==> src/rtl/requant_mul_arbiter_if.sv <==
// Bundle between the requesters, the shared requant pipeline and the result consumer.
// Every valid/ready pair transfers on a rising edge where both are high; valid never waits on ready.
interface requant_mul_arbiter_if #(
  parameter int NUM_REQ = 4,
  parameter int IDW     = 2
);
  logic [NUM_REQ-1:0]    req_valid;
  logic [NUM_REQ-1:0]    req_ready;
  logic [NUM_REQ*32-1:0] req_x;
  logic [NUM_REQ*32-1:0] req_qm;
  logic [NUM_REQ*32-1:0] req_shift;

  logic                  mul_in_valid;
  logic [31:0]           mul_x;
  logic [31:0]           mul_qm;
  logic [31:0]           mul_shift;
  logic                  mul_out_valid;
  logic [31:0]           mul_result;

  logic                  rsp_valid;
  logic                  rsp_ready;
  logic [IDW-1:0]        rsp_id;
  logic [31:0]           rsp_data;

  modport slave (
    input  req_valid, req_x, req_qm, req_shift,
    input  mul_out_valid, mul_result,
    input  rsp_ready,
    output req_ready,
    output mul_in_valid, mul_x, mul_qm, mul_shift,
    output rsp_valid, rsp_id, rsp_data
  );

  modport master (
    output req_valid, req_x, req_qm, req_shift,
    output mul_out_valid, mul_result,
    output rsp_ready,
    input  req_ready,
    input  mul_in_valid, mul_x, mul_qm, mul_shift,
    input  rsp_valid, rsp_id, rsp_data
  );
endinterface

==> src/rtl/requant_mul_arbiter.sv <==
// Round-robin front end for one fixed-latency requant pipeline: tags each op with its requester,
// re-associates returning results in order and buffers them behind a credit check.
module requant_mul_arbiter #(
  parameter int NUM_REQ    = 4,
  parameter int IDW        = 2,
  parameter int FIFO_DEPTH = 16,
  parameter int MUL_LAT    = 7
) (
  input  logic                  clk,
  input  logic                  rst_n,
  requant_mul_arbiter_if.slave  bus,
  output logic                  busy_o,
  output logic                  err_orphan_o
);
  localparam int AW = $clog2(FIFO_DEPTH);
  localparam int CW = AW + 1;

  if (FIFO_DEPTH < MUL_LAT + 1) begin : g_depth_check
    $error("FIFO_DEPTH too small for back-to-back issue");
  end
  if ((1 << AW) != FIFO_DEPTH) begin : g_pow2_check
    $error("FIFO_DEPTH must be a power of 2");
  end

  logic [31:0]       lane_x     [NUM_REQ];
  logic [31:0]       lane_qm    [NUM_REQ];
  logic [31:0]       lane_shift [NUM_REQ];

  for (genvar g = 0; g < NUM_REQ; g++) begin : g_lane
    assign lane_x[g]     = bus.req_x[32*g +: 32];
    assign lane_qm[g]    = bus.req_qm[32*g +: 32];
    assign lane_shift[g] = bus.req_shift[32*g +: 32];
  end

  logic              run_q;
  logic [IDW-1:0]    rr_q, rr_d;
  logic              mul_vld_q, mul_vld_d;
  logic [31:0]       mul_x_q, mul_x_d;
  logic [31:0]       mul_qm_q, mul_qm_d;
  logic [31:0]       mul_shift_q, mul_shift_d;
  logic [CW-1:0]     inflight_q, inflight_d;
  logic [AW-1:0]     idq_wr_q, idq_wr_d;
  logic [AW-1:0]     idq_rd_q, idq_rd_d;
  logic [CW-1:0]     rf_cnt_q, rf_cnt_d;
  logic [AW-1:0]     rf_wr_q, rf_wr_d;
  logic [AW-1:0]     rf_rd_q, rf_rd_d;
  logic              orphan_q, orphan_d;

  logic [IDW-1:0]    idq_mem [FIFO_DEPTH];
  logic [IDW+31:0]   rf_mem  [FIFO_DEPTH];

  logic              pick_found;
  logic [IDW-1:0]    pick_idx;
  logic [CW:0]       occupancy;
  logic              credit_ok;
  logic              xfer;
  logic              ret_push;
  logic              rsp_pop;
  logic              rsp_vld;
  logic [IDW+31:0]   rsp_head;

  // First valid requester at or after the round-robin pointer, wrapping.
  always_comb begin
    logic [IDW:0]   sum;
    logic [IDW-1:0] idx;
    pick_found = 1'b0;
    pick_idx   = '0;
    sum        = '0;
    idx        = '0;
    for (int k = 0; k < NUM_REQ; k++) begin
      sum = {1'b0, rr_q} + (IDW+1)'(k);
      if (sum >= (IDW+1)'(NUM_REQ)) sum = sum - (IDW+1)'(NUM_REQ);
      idx = sum[IDW-1:0];
      if (!pick_found && bus.req_valid[idx]) begin
        pick_found = 1'b1;
        pick_idx   = idx;
      end
    end
  end

  // Ops in the pipeline plus buffered results can never exceed the result buffer.
  assign occupancy = {1'b0, inflight_q} + {1'b0, rf_cnt_q};
  assign credit_ok = occupancy < (CW+1)'(FIFO_DEPTH);
  assign xfer      = run_q && pick_found && credit_ok;

  always_comb begin
    bus.req_ready = '0;
    if (xfer) bus.req_ready[pick_idx] = 1'b1;
  end

  assign ret_push = bus.mul_out_valid && (inflight_q != '0);
  assign rsp_vld  = rf_cnt_q != '0;
  assign rsp_pop  = rsp_vld && bus.rsp_ready;
  assign rsp_head = rf_mem[rf_rd_q];

  always_comb begin
    rr_d        = rr_q;
    mul_vld_d   = xfer;
    mul_x_d     = mul_x_q;
    mul_qm_d    = mul_qm_q;
    mul_shift_d = mul_shift_q;
    inflight_d  = inflight_q;
    idq_wr_d    = idq_wr_q;
    idq_rd_d    = idq_rd_q;
    rf_cnt_d    = rf_cnt_q;
    rf_wr_d     = rf_wr_q;
    rf_rd_d     = rf_rd_q;
    orphan_d    = orphan_q;

    if (xfer) begin
      rr_d        = (pick_idx == IDW'(NUM_REQ - 1)) ? '0 : pick_idx + 1'b1;
      mul_x_d     = lane_x[pick_idx];
      mul_qm_d    = lane_qm[pick_idx];
      mul_shift_d = lane_shift[pick_idx];
      idq_wr_d    = idq_wr_q + 1'b1;
    end

    if (ret_push) begin
      idq_rd_d = idq_rd_q + 1'b1;
      rf_wr_d  = rf_wr_q + 1'b1;
    end
    if (bus.mul_out_valid && (inflight_q == '0)) orphan_d = 1'b1;

    case ({xfer, ret_push})
      2'b10:   inflight_d = inflight_q + 1'b1;
      2'b01:   inflight_d = inflight_q - 1'b1;
      default: inflight_d = inflight_q;
    endcase

    if (rsp_pop) rf_rd_d = rf_rd_q + 1'b1;
    case ({ret_push, rsp_pop})
      2'b10:   rf_cnt_d = rf_cnt_q + 1'b1;
      2'b01:   rf_cnt_d = rf_cnt_q - 1'b1;
      default: rf_cnt_d = rf_cnt_q;
    endcase
  end

  // run_q keeps req_ready low while reset is asserted, whatever req_valid does.
  always_ff @(posedge clk or negedge rst_n) begin
    if (!rst_n) begin
      run_q       <= 1'b0;
      rr_q        <= '0;
      mul_vld_q   <= 1'b0;
      mul_x_q     <= '0;
      mul_qm_q    <= '0;
      mul_shift_q <= '0;
      inflight_q  <= '0;
      idq_wr_q    <= '0;
      idq_rd_q    <= '0;
      rf_cnt_q    <= '0;
      rf_wr_q     <= '0;
      rf_rd_q     <= '0;
      orphan_q    <= 1'b0;
    end else begin
      run_q       <= 1'b1;
      rr_q        <= rr_d;
      mul_vld_q   <= mul_vld_d;
      mul_x_q     <= mul_x_d;
      mul_qm_q    <= mul_qm_d;
      mul_shift_q <= mul_shift_d;
      inflight_q  <= inflight_d;
      idq_wr_q    <= idq_wr_d;
      idq_rd_q    <= idq_rd_d;
      rf_cnt_q    <= rf_cnt_d;
      rf_wr_q     <= rf_wr_d;
      rf_rd_q     <= rf_rd_d;
      orphan_q    <= orphan_d;
    end
  end

  always_ff @(posedge clk) begin
    if (xfer)     idq_mem[idq_wr_q] <= pick_idx;
    if (ret_push) rf_mem[rf_wr_q]   <= {idq_mem[idq_rd_q], bus.mul_result};
  end

  assign bus.mul_in_valid = mul_vld_q;
  assign bus.mul_x        = mul_x_q;
  assign bus.mul_qm       = mul_qm_q;
  assign bus.mul_shift    = mul_shift_q;

  // Head is masked while empty so the result port reads zero rather than stale storage.
  assign bus.rsp_valid = rsp_vld;
  assign bus.rsp_id    = rsp_vld ? rsp_head[IDW+31:32] : '0;
  assign bus.rsp_data  = rsp_vld ? rsp_head[31:0] : '0;

  assign busy_o       = (inflight_q != '0) || rsp_vld;
  assign err_orphan_o = orphan_q;
endmodule
==> src/flat_wrapper.sv <==
// flat-port wrapper written by rule: the top's interface ports become plain ports
module requant_mul_arbiter_flat 
#(
  parameter int NUM_REQ    = 4,
  parameter int IDW        = 2,
  parameter int FIFO_DEPTH = 16,
  parameter int MUL_LAT    = 7
)
  (clk, rst_n, busy_o, err_orphan_o, bus_req_valid, bus_req_x, bus_req_qm, bus_req_shift, bus_mul_out_valid, bus_mul_result, bus_rsp_ready, bus_req_ready, bus_mul_in_valid, bus_mul_x, bus_mul_qm, bus_mul_shift, bus_rsp_valid, bus_rsp_id, bus_rsp_data);
  requant_mul_arbiter_if #(.NUM_REQ(NUM_REQ), .IDW(IDW)) bus_i ();
  input  logic clk;
  input  logic rst_n;
  output logic busy_o;
  output logic err_orphan_o;
  input wire logic [$bits(bus_i.req_valid)-1:0] bus_req_valid;
  input wire logic [$bits(bus_i.req_x)-1:0] bus_req_x;
  input wire logic [$bits(bus_i.req_qm)-1:0] bus_req_qm;
  input wire logic [$bits(bus_i.req_shift)-1:0] bus_req_shift;
  input wire logic [$bits(bus_i.mul_out_valid)-1:0] bus_mul_out_valid;
  input wire logic [$bits(bus_i.mul_result)-1:0] bus_mul_result;
  input wire logic [$bits(bus_i.rsp_ready)-1:0] bus_rsp_ready;
  output wire logic [$bits(bus_i.req_ready)-1:0] bus_req_ready;
  output wire logic [$bits(bus_i.mul_in_valid)-1:0] bus_mul_in_valid;
  output wire logic [$bits(bus_i.mul_x)-1:0] bus_mul_x;
  output wire logic [$bits(bus_i.mul_qm)-1:0] bus_mul_qm;
  output wire logic [$bits(bus_i.mul_shift)-1:0] bus_mul_shift;
  output wire logic [$bits(bus_i.rsp_valid)-1:0] bus_rsp_valid;
  output wire logic [$bits(bus_i.rsp_id)-1:0] bus_rsp_id;
  output wire logic [$bits(bus_i.rsp_data)-1:0] bus_rsp_data;
  assign bus_i.req_valid = bus_req_valid;
  assign bus_i.req_x = bus_req_x;
  assign bus_i.req_qm = bus_req_qm;
  assign bus_i.req_shift = bus_req_shift;
  assign bus_i.mul_out_valid = bus_mul_out_valid;
  assign bus_i.mul_result = bus_mul_result;
  assign bus_i.rsp_ready = bus_rsp_ready;
  assign bus_req_ready = bus_i.req_ready;
  assign bus_mul_in_valid = bus_i.mul_in_valid;
  assign bus_mul_x = bus_i.mul_x;
  assign bus_mul_qm = bus_i.mul_qm;
  assign bus_mul_shift = bus_i.mul_shift;
  assign bus_rsp_valid = bus_i.rsp_valid;
  assign bus_rsp_id = bus_i.rsp_id;
  assign bus_rsp_data = bus_i.rsp_data;
  requant_mul_arbiter #(.NUM_REQ(NUM_REQ), .IDW(IDW), .FIFO_DEPTH(FIFO_DEPTH), .MUL_LAT(MUL_LAT)) u_core (.clk(clk), .rst_n(rst_n), .bus(bus_i), .busy_o(busy_o), .err_orphan_o(err_orphan_o));
endmodule
==> config.mk <==
export PLATFORM = sky130hd
export DESIGN_NAME = requant_mul_arbiter_flat
export DESIGN_NICKNAME = d
export VERILOG_FILES = /design/src/rtl/requant_mul_arbiter_if.sv /design/src/rtl/requant_mul_arbiter.sv /design/src/flat_wrapper.sv
export SDC_FILE = /design/constraint.sdc
export NUM_CORES = 1
export LEC_CHECK = 0
export ABC_AREA = 1
export CELL_PAD_IN_SITES_DETAIL_PLACEMENT = 0
export CELL_PAD_IN_SITES_GLOBAL_PLACEMENT = 1
export CORE_ASPECT_RATIO = 0.75
export CORE_UTILIZATION = 51
export CTS_BUF_LIST = sky130_fd_sc_hd__clkbuf_4
export CTS_CLUSTER_DIAMETER = 30
export DETAILED_ROUTE_END_ITERATION = 12
export DONT_BUFFER_PORTS = 1
export PLACE_DENSITY = 0.91
export SYNTH_ARGS = -nofsm -noshare
export SYNTH_HDL_FRONTEND = slang
export SYNTH_SLANG_ARGS = --single-unit
==> constraint.sdc <==
create_clock -name clk -period 4.6 [get_ports clk]
set_clock_uncertainty 0.2 [all_clocks]
set_input_delay 0.23 -clock clk [delete_from_list [all_inputs] [get_ports clk]]
set_output_delay 0.23 -clock clk [all_outputs]
set_load 0.02 [all_outputs]
Word-level counts from Yosys, hierarchy flattened --
Memory sizes are Yosys's and may differ from the RTL's. Cells that the tools add are included. W data, S select, Z words.
Word-level totals: bits of input ports 424, word-level logic and storage cells 109, output and inout port bits 138, memories kept 2, RAM bits 576, bits in registers 127
Memory list:
- u_core.rf_mem | depth 16, bits a word 34, rd ports 1, clocked after Yosys merged registers in 0, wr ports 1, RTL line requant_mul_arbiter.sv:50 | logic [IDW+31:0] rf_mem [FIFO_DEPTH];
- u_core.idq_mem | depth 16, bits a word 2, rd ports 1, clocked after Yosys merged registers in 0, wr ports 1, RTL line requant_mul_arbiter.sv:49 | logic [IDW-1:0] idq_mem [FIFO_DEPTH];
Operators by class: mux-type cells 41, reduce and logical (&&, ||, !) cells 18, equality and inequality tests 5, add/sub/neg operators 17, magnitude comparators 12, bitwise operators 1
Operator list (number):
- $mux W32 | 7
- $bmux W32 S2 | 3
- $mux W2 | 10
- $pmux W5 S2 | 2
- $add A4 B1 Y4 const B | 4
- $lt A2 B3 Y1 const B | 5
- $mux W1 | 13
- $ge A3 B3 Y1 const B | 4
- $add A5 B1 Y5 const B | 2
- $reduce_bool A5 Y1 | 2
- $sub A5 B1 Y5 const B | 2
- $logic_and A1 B1 Y1 | 9
- $bmux W1 S2 | 4
- $sub A2 B1 Y2 const B | 4
- $add A2 B2 Y3 const B | 2
- $add A5 B5 Y6 | 1
- $eq A2 B2 Y1 const B | 3
- $lt A6 B5 Y1 const B | 1
- $logic_not A5 Y1 | 1
- $eq A2 B1 Y1 const B | 2
- $mux W4 | 1
- $reduce_bool A2 Y1 | 2
- $add A2 B1 Y3 const B | 1
- $ge A2 B3 Y1 const B | 1
- other kinds (6) | 8

Longest topological paths before layout --
depth in word-level cells 19, depth in mapped cells 19, mapped depth without buffers 18

Worst setup path before layout --
OpenSTA, ideal clock, no wires.
path type flip-flop to flip-flop, start reg u_core.inflight_q[0], end mem u_core.rf_mem[0][0] (netlist bit) (enable), setup time 425 ps, data required time 3975 ps, cell stages (with the launch flop) 9, slack 1211 ps, arrival time 2764 ps, clock period less this slack 3389 ps, path buffers 1, cells stage by stage dfrtp_1 nor2_1 and3_1 inv_1 nand2_1 inv_1 clkbuf_1 nand2_1 nor2_1
Between the ends: cells in the longest elaborated chain, start to end 4
RTL lines:
- from (decl) | RTL line requant_mul_arbiter.sv:41 | logic [CW-1:0] inflight_q, inflight_d;
- from (signal assigned) | RTL line requant_mul_arbiter.sv:161 | inflight_q <= inflight_d;
- $reduce_bool A5 Y1 | RTL line requant_mul_arbiter.sv:91 | assign ret_push = bus.mul_out_valid && (inflight_q != '0);
- $logic_and A1 B1 Y1 | RTL line requant_mul_arbiter.sv:91
- named net u_core.ret_push | RTL line requant_mul_arbiter.sv:57 | logic ret_push;
- $mux W1 | RTL line requant_mul_arbiter.sv:173 | if (ret_push) rf_mem[rf_wr_q] <= {idq_mem[idq_rd_q], bus.mul_result};
- $mux W1 (implied by the code) | RTL line requant_mul_arbiter.sv:173
- to (decl) | RTL line requant_mul_arbiter.sv:50
The timed path passes the listed nets, and every way through them passes these cells.

Worst setup path after layout --
start reg u_core.rr_q[0], end reg u_core.mul_x_q[21] (netlist: u_core.bus.mul_x[21])
Between the ends: cells in the longest elaborated chain, start to end 18, elaborated cells between the ends (all ways) 43, those cells by class add/sub: 7; order compare: 4; mux: 23; bitwise: 1; reduce/logical: 8
RTL lines:
- from (decl) | RTL line requant_mul_arbiter.sv:36 | logic [IDW-1:0] rr_q, rr_d;
- from (signal assigned) | RTL line requant_mul_arbiter.sv:156 | rr_q <= rr_d;
- parallel branches: the longest is 18 deep, another holds $add A2 B1 Y3
- to (signal assigned) | RTL line requant_mul_arbiter.sv:158 | mul_x_q <= mul_x_d;
- to (decl) | RTL line requant_mul_arbiter.sv:38 | logic [31:0] mul_x_q, mul_x_d;
Parallel ways; which one is timed is not known. The select of a mux whose other input is x is not followed. A chain may end at the register's enable or synchronous reset.

==> summary.txt <==
Run status
  • Status: finished, final reports clean

Route
  • DR vias: 29,343
  • Final ANT Viol Nets: 0
  • Drt initial violations: 3,202
  • Wire length per cell: 22.4 um
  • 1st-pass router iterations: 8
  • WL final: 112,000 um
  • DRC violations left: 0
  • Avg Vias per Cell: 5.88

STA
  • Setup_tns: 0 ns
  • Setup violations, final: 0
  • Max-slew headroom: 23.6%
  • Max Fclk: 225 MHz
  • Minimum clock period: 4.45 ns
  • Slew Limit Fails: 0
  • Final hold vios: 0
  • Fin crit share: 96.7%
  • Worst-margin pin slew: 1.15 ns
  • Setup ws final: 0.151 ns

Die
  • Initial Util: 51.6%
  • Die Area: 65,300 um^2
  • # rows: 80
  • Die Span X: 295 um
  • Core Box Area: 63,600 um^2
  • Die Y: 222 um
  • I/O pin count: 562

Clock network
  • CTS root buffer: clkbuf_4
  • CTS sink cnt: 703
  • Max Root-Sink Buffers: 3
  • Number of H-tree levels: 4
  • Worst-path clk slew: 0.08 ns
  • Worst skew pair latency: 0.99 ns
  • Total CTS buffers: 171
  • CTS tree: built

GRT
  • Met2 GRT Util: 51.8%
  • Pin count of the biggest net entering global routing: 178
  • Initial antenna violation count: 12
  • Gr ovfl total: 0
  • First-pass GRT wire length: 165,000 um
  • GRT Util Overall: 33.1%
  • Vias in the first global route: 29,408
  • GR Util met1: 39.6%
  • GR peak layer: met2
  • Met3 Use GR: 8.84%

Worst setup path
  • Critical-path top delay cell: dlygate4sd3_1
  • Cell family with most CP delay: buffers and inverters
  • CP startpoint kind: flip-flop
  • CP Cell Sequence: inv_2, nand2_1, nand2_2, nand2_1, nand2_1, nor2_1, nor2_4, nand2_8, buf_12, buf_4, nand3b_1, dlygate4sd3_1, nand3_1, dlygate4sd3_1, nand2_1, dlygate4sd3_1, nand2_1, nand2_1
  • Max incr delay on CP: 0.65 ns
  • Critical Path AT: 5.19 ns
  • Crit path launch: u_core.rr_q[0]
  • Worst endpoint required time: 5.34 ns
  • Crit path buf inv count: 6
  • Max FO, Critical Path: 12
  • FF-to-FF Start: u_core.rr_q[0]
  • CP endpoint kind: flip-flop
  • WS Path Type: flip-flop to flip-flop
  • Most frequent CP cell: nand2_1

Place
  • Placed Instances: 4,007
  • Routability cong.: 1.05
  • Hpwl dp: 61,300 um
  • Place WS: 0.882 ns
  • Port Buffers: 0

Yosys
  • Post-Synthesis Cell Area: 32,800 um^2
  • Seq/Total Area, Yosys: 62.4%
  • Synth Warn #: 0
  • Syn_area_per_cell: 9.92 um^2
  • Post-synthesis register bit count: 703
  • Syn Nets: 3,756
  • Netlist cell types: 38
  • Mapped Cells: 3,305

Final layout
  • Layout Cells excl Fill: 4,991
  • Share of cells above drive strength 1: 9.45%
  • Layout Area Growth over Synthesis: 30.3%
  • Nets: 4,427
  • Layout Utilization: 67.2%

Min path
  • Min-Delay Path Class: primary input to flip-flop
  • Hold path start: bus_req_x[82]

Job
  • Max-Cap Viols: 0

Pwr
  • Peak supply drop: 0.000685 V
  • Leak: 17.2 nW
  • Overall power: 33.6 mW
  • PD cells: 786 nW/um^2
==> worst reg2reg max path, cell delays in order (launching register included) <==
cell and delay [ns]:
dfrtp_4 0.59, inv_2 0.16, nand2_1 0.08, nand2_2 0.13, nand2_1 0.07, nand2_1 0.14
nor2_1 0.09, nor2_4 0.25, nand2_8 0.13, buf_12 0.18, buf_4 0.15, nand3b_1 0.09
dlygate4sd3_1 0.57, nand3_1 0.08, dlygate4sd3_1 0.58, nand2_1 0.13, dlygate4sd3_1 0.66, nand2_1 0.08
nand2_1 0.07
==> Yosys cell counts (all sizes together) <==
cell | count | area [um^2]
a21oi | 44 | 220
o211ai | 2 | 15.0
ha | 26 | 325
dfrtp | 127 | 3180
nand2 | 656 | 2490
edfxtp | 576 | 17300
xnor2 | 4 | 35.0
o21ai | 311 | 1560
clkbuf | 136 | 510
clkinv | 4 | 15.0
nand4 | 5 | 31.3
o221ai | 111 | 972
a21o | 1 | 7.51
o21bai | 1 | 7.51
and3 | 1 | 6.26
a31oi | 1 | 6.26
nand3b | 97 | 728
fa | 1 | 20.0
nor2 | 365 | 1380
nor3 | 2 | 10.0
o32ai | 1 | 8.76
conb | 1 | 3.75
o22ai | 32 | 200
o21a | 2 | 15.0
nand3 | 352 | 1770
mux2i | 7 | 70.1
buf | 90 | 537
xor2 | 14 | 123
inv | 335 | 1260
==> worst paths after layout <==
| kind | end | slack [ns] | cells past startpoint |
|---|---|---|---|
| setup / recovery | u_core.bus.mul_x[21] | 0.15 | 18 |
| hold / removal | u_core.bus.mul_x[18] | 0.13 | 7 |
| setup reg to reg | u_core.bus.mul_x[21] | 0.15 | 18 |
| hold reg to reg | u_core.rf_cnt_q[4] | 0.31 | 1 |
| max in group asynchronous | u_core.bus.mul_x[12] | 3.16 | 4 |
| min in group asynchronous | u_core.rr_q[1] | 0.39 | 4 |
==> logic make-up (layout without fill, tap and decap cells) <==
family | count (synthesis) | after routing | share of synthesized area, %
fa+ha+maj | 27 | 27 | 1.05
simple gates | 1478 | 1483 | 19.6
mux | 7 | 7 | 0.214
compound gates | 506 | 506 | 9.18
flops | 703 | 703 | 62.4
other cells | 1 | 16 | 0.0114
buf+inv | 565 | 1370 | 7.07
xor+xnor | 18 | 18 | 0.481
==> through the flow <==
step	hold slack (ns)	instance area, um^2
2_1_floorplan	-0.266	32800
6_report	0.130	42700
3_5_place_dp	-0.262	33700
3_3_place_gp	-0.262	33700
5_1_grt	0.150	42700
4_1_cts	0.00916	42500
==> area by class of cell <==
class                      instances  area [um^2]
fill                            4514        20800
sequential                       703        20500
multi-input combinational       2042        10300
timing repair buffer             719         7290
clock buffer                     243         1820
inverter                         339         1290
tap                              861         1080
clock inverter                    69          452
antenna                           15         37.5
==> registers in the layout (all words and copies together) (netlist names), 5 cells and up <==
register              flops
u_core.bus.mul_x         32
u_core.rf_mem           544
u_core.bus.mul_qm        32
u_core.rf_cnt_q           5
u_core.bus.mul_shift     32
u_core.idq_mem           32
u_core.inflight_q         5
==> routing by layer <==
| metal | part of all wire (%) | up-vias |
|---|---|---|
| met1 | 36 | 13985 |
| met2 | 47 | 2030 |
| li1 | - | 12793 |
| met4 | 7.1 | 0 |
| met3 | 11 | 535 |
| met5 | 0 | - |
==> where the power goes <==
group | internal, mW | switching [mW]
sequential | 8.15 | 1.50
clock | 2.71 | 2.62
combinational | 7.82 | 10.8
==> cell usage in the layout (no fill, tap or decap), drive strengths merged, types with 2 or more instances in the layout <==
| cell | Yosys | final |
|---|---|---|
| xnor2 | 4 | 4 |
| mux2i | 7 | 7 |
| edfxtp | 576 | 576 |
| bufinv | 0 | 4 |
| nand2 | 656 | 661 |
| dfrtp | 127 | 127 |
| buf | 90 | 75 |
| o22ai | 32 | 32 |
| dlygate4sd3 | 0 | 643 |
| o21ai | 311 | 311 |
| a21oi | 44 | 44 |
| nor2 | 365 | 365 |
| clkinv | 4 | 60 |
| diode | 0 | 15 |
| o221ai | 111 | 111 |
| clkbuf | 136 | 244 |
| nand3 | 352 | 352 |
| xor2 | 14 | 14 |
| nor3 | 2 | 2 |
| nand3b | 97 | 97 |
| inv | 335 | 343 |
| ha | 26 | 26 |
| nand4 | 5 | 5 |
| o211ai | 2 | 2 |
| o21a | 2 | 2 |
==> repair_timing <==
action	in CTS	in global routing
hold endpoints to repair	756	0
buffers inserted	0	6
pin swaps	1	4
setup endpoints to repair	2	82
resized for setup	2	16
hold buffers	645	0
gates cloned	1	5
No activity file was read; power rests on OpenSTA's default activity.
